File: src/rtl/fwd_hazard_ctrl.sv
// Forwarding-select and load-use stall controller.
// Keeps a shadow copy of {valid, rd, regwrite, memread} for the EX, MEM and
// WB instructions. From it, the block produces registered 3-to-1 operand-mux
// selects that are valid while the consuming instruction sits in EX. It also
// produces the combinational load-use stall.
module fwd_hazard_ctrl #(
   parameter int REG_ADDR_W = 5,
   parameter int CNT_W      = 16
) (
   input  logic                  clk_i,
   input  logic                  rst_i,
   input  logic                  id_valid_i,
   input  logic [REG_ADDR_W-1:0] id_rs_i,
   input  logic [REG_ADDR_W-1:0] id_rt_i,
   input  logic [REG_ADDR_W-1:0] id_rd_i,
   input  logic                  id_regwrite_i,
   input  logic                  id_memread_i,
   input  logic                  flush_i,
   output logic [1:0]            fwd_a_sel_o,
   output logic [1:0]            fwd_b_sel_o,
   output logic                  stall_o,
   output logic [CNT_W-1:0]      stall_cnt_o
);

   localparam logic [1:0] SEL_RF     = 2'b00;
   localparam logic [1:0] SEL_MEM_WB = 2'b01;
   localparam logic [1:0] SEL_EX_MEM = 2'b10;

   typedef struct packed {
      logic                  valid;
      logic [REG_ADDR_W-1:0] rd;
      logic                  regwrite;
      logic                  memread;
   } stage_t;

   stage_t ex_q;
   stage_t mem_q;
   stage_t wb_q;

   logic       ex_writing;
   logic       mem_writing;
   logic       insert_bubble;
   logic [1:0] sel_a_d;
   logic [1:0] sel_b_d;

   // A stage can be a forwarding source only when it really writes a nonzero register.
   always_comb begin
      ex_writing  = ex_q.valid && ex_q.regwrite && (ex_q.rd != '0);
      mem_writing = mem_q.valid && mem_q.regwrite && (mem_q.rd != '0);
   end

   // A load in EX that feeds the ID instruction cannot forward in time, so hold ID for one cycle.
   assign stall_o = id_valid_i && !flush_i && ex_q.valid && ex_q.memread &&
                    ex_q.regwrite && (ex_q.rd != '0) &&
                    ((ex_q.rd == id_rs_i) || (ex_q.rd == id_rt_i));

   assign insert_bubble = flush_i || stall_o;

   // The current EX and MEM instructions will be in MEM and WB when the ID instruction is in EX.
   // The nearer producer (EX) wins.
   always_comb begin
      sel_a_d = SEL_RF;
      sel_b_d = SEL_RF;
      if (ex_writing && (ex_q.rd == id_rs_i))
         sel_a_d = SEL_EX_MEM;
      else if (mem_writing && (mem_q.rd == id_rs_i))
         sel_a_d = SEL_MEM_WB;
      if (ex_writing && (ex_q.rd == id_rt_i))
         sel_b_d = SEL_EX_MEM;
      else if (mem_writing && (mem_q.rd == id_rt_i))
         sel_b_d = SEL_MEM_WB;
      if (!id_valid_i) begin
         sel_a_d = SEL_RF;
         sel_b_d = SEL_RF;
      end
   end

   // Advance the shadow pipeline and register the selects for the instruction entering EX.
   always_ff @(posedge clk_i) begin
      if (rst_i) begin
         ex_q        <= '0;
         mem_q       <= '0;
         wb_q        <= '0;
         fwd_a_sel_o <= SEL_RF;
         fwd_b_sel_o <= SEL_RF;
      end else begin
         wb_q  <= mem_q;
         mem_q <= ex_q;
         if (insert_bubble) begin
            ex_q        <= '0;
            fwd_a_sel_o <= SEL_RF;
            fwd_b_sel_o <= SEL_RF;
         end else begin
            ex_q.valid    <= id_valid_i;
            ex_q.rd       <= id_rd_i;
            ex_q.regwrite <= id_regwrite_i;
            ex_q.memread  <= id_memread_i;
            fwd_a_sel_o   <= sel_a_d;
            fwd_b_sel_o   <= sel_b_d;
         end
      end
   end

   // Saturating count of stall cycles since reset.
   always_ff @(posedge clk_i) begin
      if (rst_i)
         stall_cnt_o <= '0;
      else if (stall_o && (stall_cnt_o != {CNT_W{1'b1}}))
         stall_cnt_o <= stall_cnt_o + CNT_W'(1);
   end

   // The WB copy and the MEM load flag exist only for debug visibility.
   // No logic consumes them.
   logic unused_dbg;
   assign unused_dbg = ^{wb_q, mem_q.memread};

endmodule

File: config.mk
export PLATFORM = sky130hd
export DESIGN_NAME = fwd_hazard_ctrl
export DESIGN_NICKNAME = d
export VERILOG_FILES = /design/src/rtl/fwd_hazard_ctrl.sv
export SDC_FILE = /design/constraint.sdc
export NUM_CORES = 1
export LEC_CHECK = 0
export CAP_MARGIN = 20
export CORE_AREA = 2 2 59 61
export CTS_CLUSTER_SIZE = 25
export DETAILED_ROUTE_END_ITERATION = 12
export DIE_AREA = 0 0 61 63
export DONT_BUFFER_PORTS = 1
export GPL_ROUTABILITY_DRIVEN = 0
export GPL_TIMING_DRIVEN = 0
export PLACE_DENSITY = 0.81
export SLEW_MARGIN = 20
export SYNTH_ARGS = -nofsm -noshare
export SYNTH_HDL_FRONTEND = slang
export SYNTH_SLANG_ARGS = --single-unit
File: constraint.sdc
create_clock -name clk_i -period 2 [get_ports clk_i]
set_input_delay 0.2 -clock clk_i [delete_from_list [all_inputs] [get_ports clk_i]]
set_output_delay 0.2 -clock clk_i [all_outputs]
set_load 0.05 [all_outputs]
==> load_flow_metrics.sql <==
INSERT INTO impl_metrics (metric_group, metric, value, unit) VALUES
('finish', 'multi_input_area', '0.00103', 'mm^2'),
('timing', 'maximum_clock_frequency', '480', 'MHz'),
('floorplanning', 'starting_density_of_the_core', '0.525', ''),
('routing', 'dr_total_vias', '1490', ''),
('floorplanning', 'floorplan.rows', '21', ''),
('global_route', 'grt_overflow', '0', ''),
('power', 'clkPwrFrac', '0.355', ''),
('timing', 'setup_slack', '-0.0853', 'ns'),
('status', 'failed_checks', 'setup timing', ''),
('timing', 'fin_hold_ws', '0.000539', 'ns'),
('power', 'power_switching', '0.286', 'mW'),
('finish', 'most_frequent_cells_in_the_layout', '18 x sky130_fd_sc_hd__nor2_1, 15 x sky130_fd_sc_hd__dfxtp_1, 11 x sky130_fd_sc_hd__xor2_1, 11 x sky130_fd_sc_hd__xnor2_1, 11 x sky130_fd_sc_hd__dfxtp_4', ''),
('place', 'port-buffer-count', '0', ''),
('critical_path', 'cp_data_arrival_time', '2.32', 'ns'),
('floorplanning', 'die_area', '0.00384', 'mm^2'),
('floorplanning', 'num_io_pins', '42', ''),
('timing', 'finalSetupViolations', '7', ''),
('synthesis', 'leading_cell_types_by_total_area_after_synthesis', 'sky130_fd_sc_hd__dfxtp_1 41%, sky130_fd_sc_hd__xnor2_1 6.2%, sky130_fd_sc_hd__xor2_1 6.2%', ''),
('critical_path', 'timing.critical_path.mode_cell', 'sky130_fd_sc_hd__nor2_1', ''),
('critical_path', 'cell_chain_of_the_critical_path', 'nand4_1 > nor2_1 > nand3b_1 > a2111oi_0 > xnor2_1 > nor2_1', ''),
('critical_path', 'timing.critical_path.buf_inv', '0', ''),
('power', 'static-leakage-power', '0.716', 'nW'),
('critical_path', 'crit_path_slowest_cell', 'sky130_fd_sc_hd__a2111oi_0', ''),
('global_route', 'antenna_found_initial', '0', ''),
('finish', 'design.final.nets', '225', ''),
('status', 'status', 'finished with violations', ''),
('synthesis', 'synth.avg_cell_area', '9.42', 'um^2'),
('power', 'pwr_density_cell', '589', 'mW/mm^2'),
('global_route', 'maximum_number_of_pins_on_one_net_before_global_route_repair', '11', ''),
('routing', 'drc', '0', ''),
('timing', 'period_needed', '2.09', 'ns'),
('clock_tree', 'h-tree-depth', '2', ''),
('critical_path', 'setup.worst_path.start_class', 'flip-flop', ''),
('power', 'sequentialPowerShare', '0.572', ''),
('critical_path', 'reg2reg_depth', '6', ''),
('critical_path', 'timing.setup.critical_path_class', 'reg2reg', ''),
('timing', 'finalMaxSlewViolations', '0', ''),
('synthesis', 'synth-seq-area-share', '0.413', ''),
('timing', 'tightest_slew', '0.599', 'ns'),
('synthesis', 'top_cell_type_s_share_of_synthesized_area', '0.413', ''),
('timing', 'timing.slew.headroom', '0.590', ''),
('clock_tree', 'clk_transition_reported_paths', '0.11', 'ns'),
('timing', 'rsz_0062_raised_after_global_routing', 'true', ''),
('critical_path', 'timing.critical_path.to_type', 'flip-flop', ''),
('hold_path', 'hold_depth', '1', ''),
('synthesis', 'edff_count_synth', '0', ''),
('place', 'dpl.hpwl', '2.78', 'mm'),
('clock_tree', 'clock-sinks', '35', ''),
('power', 'p_sw_frac', '0.232', ''),
('clock_tree', 'tritoncts', 'done', ''),
('clock_tree', 'clock_tree.buffer_depth', '2', ''),
('synthesis', 'async_reset_ff_frac', '0', ''),
('routing', 'drt-initial-drc-count', '92', ''),
('finish', 'layout_cell_share_with_drive_strength_beyond_1', '0.324', ''),
('global_route', 'via_count_of_the_first_global_routing_pass', '1415', ''),
('floorplanning', 'floorplan.die.width', '61', 'um'),
('floorplanning', 'core-area', '0.00323', 'mm^2'),
('routing', 'drt_antenna_net_count', '0', ''),
('synthesis', 'synth.largest_area_cell', 'sky130_fd_sc_hd__dfxtp_1', ''),
('power', 'internal_power', '0.947', 'mW'),
('timing', 'final-hold-violation-count', '0', ''),
('clock_tree', 'numCtsBuffers', '5', ''),
('finish', 'syn_to_final_growth', '23.5', '%'),
('synthesis', 'synth-warning-count', '0', ''),
('critical_path', 'worst_ep_required_time', '2.23', 'ns'),
('timing', 'final_min_period_over_clock_period', '1.04', ''),
('synthesis', 'postSynthCellCount', '180', ''),
('finish', 'area.sequential', '753', 'um^2'),
('timing', 'timing.clock.skew', '0.0109', 'ns'),
('critical_path', 'cpLargestDelayFamily', 'simple AND/OR/NAND/NOR gates', ''),
('global_route', 'grt_util_all_layers', '0.218', '');
synth_stat cells (3+ instances only):
cell and count:
sky130_fd_sc_hd__inv_1 8, sky130_fd_sc_hd__nor3_1 5, sky130_fd_sc_hd__nor2b_1 9, sky130_fd_sc_hd__nand3_1 7, sky130_fd_sc_hd__a2111oi_0 3, sky130_fd_sc_hd__and2_1 7, sky130_fd_sc_hd__a31o_2 3, sky130_fd_sc_hd__clkbuf_1 3
sky130_fd_sc_hd__nor2_1 18, sky130_fd_sc_hd__nand2_1 5, sky130_fd_sc_hd__a21oi_1 6, sky130_fd_sc_hd__xor2_1 12, sky130_fd_sc_hd__nand4_1 7, sky130_fd_sc_hd__nor4_1 4, sky130_fd_sc_hd__xnor2_1 12, sky130_fd_sc_hd__a21o_1 3
sky130_fd_sc_hd__dfxtp_1 35
area by class of cell:
cell class | count | area share
Tap cell | 46 | 0.0275
Clock buffer | 8 | 0.0329
Multi-Input combinational cell | 133 | 0.490
Sequential cell | 35 | 0.360
Inverter | 8 | 0.0143
Timing Repair Buffer | 16 | 0.0646
Buffer | 4 | 0.0108
flip-flops by register name, summed over array words and instances, names as in the netlist:
name         count
fwd_b_sel_o      2
ex_q             8
fwd_a_sel_o      2
mem_q            7
stall_cnt_o     16
layer usage:
layer / GRT usage / up-vias / wire length, um
li1: - / 685 / -
met1: 0.242 / 698 / 1600
met2: 0.351 / 81 / 2060
met3: 0.0745 / 26 / 287
met4: 0.125 / 0 / 189
met5: 0 / - / 0
stage by stage:
stage               area (um^2)  total power, mW  utilization  std cells  setup WS, ns
floorplan                  1710            0.788            -        180       -0.0401
global placement           1770            0.798        0.548        226        -0.185
detailed placement         1770            0.804        0.548        226        -0.216
CTS                        2000             1.23        0.618        246       -0.0480
global route               2090             1.28        0.648        250        -0.109
finish                     2090             1.23        0.648        250       -0.0853
power groups by stage:
stage          logic (mW)  registers (mW)  clock network (mW)
6_report           0.0894           0.705               0.438
5_1_grt            0.0959           0.707               0.481
4_1_cts            0.0873           0.709               0.437
3_5_place_dp       0.0707           0.733                   0
3_3_place_gp       0.0662           0.732                   0
2_1_floorplan      0.0584           0.730                   0
final timing paths:
kind             startpoint  slack [ns]              to
min reg2reg         ex_q[7]        0.49        mem_q[7]
max reg2reg  stall_cnt_o[2]       -0.09  stall_cnt_o[7]
max          stall_cnt_o[2]       -0.09  stall_cnt_o[7]
min              id_rd_i[4]      0.0005         ex_q[6]
cell families (layout without fill, tap and decap cells):
group | after synthesis | count (layout) | synth area share
simple gates | 77 | 77 | 0.262
flops | 35 | 35 | 0.413
compound gates | 27 | 27 | 0.134
xor+xnor | 24 | 24 | 0.124
buf+inv | 12 | 36 | 0.0310
mux | 4 | 4 | 0.0280
fa+ha+maj | 1 | 1 | 0.00738
what timing repair did:
action,CTS,global route
pin swaps,7,11
gates resized for setup,21,18
endpoints found under the setup margin,26,24
setup buffers,6,4
hold buffers,6,0
endpoints found under the hold margin,6,0
Note: power is estimated with default switching activity, not from simulation.
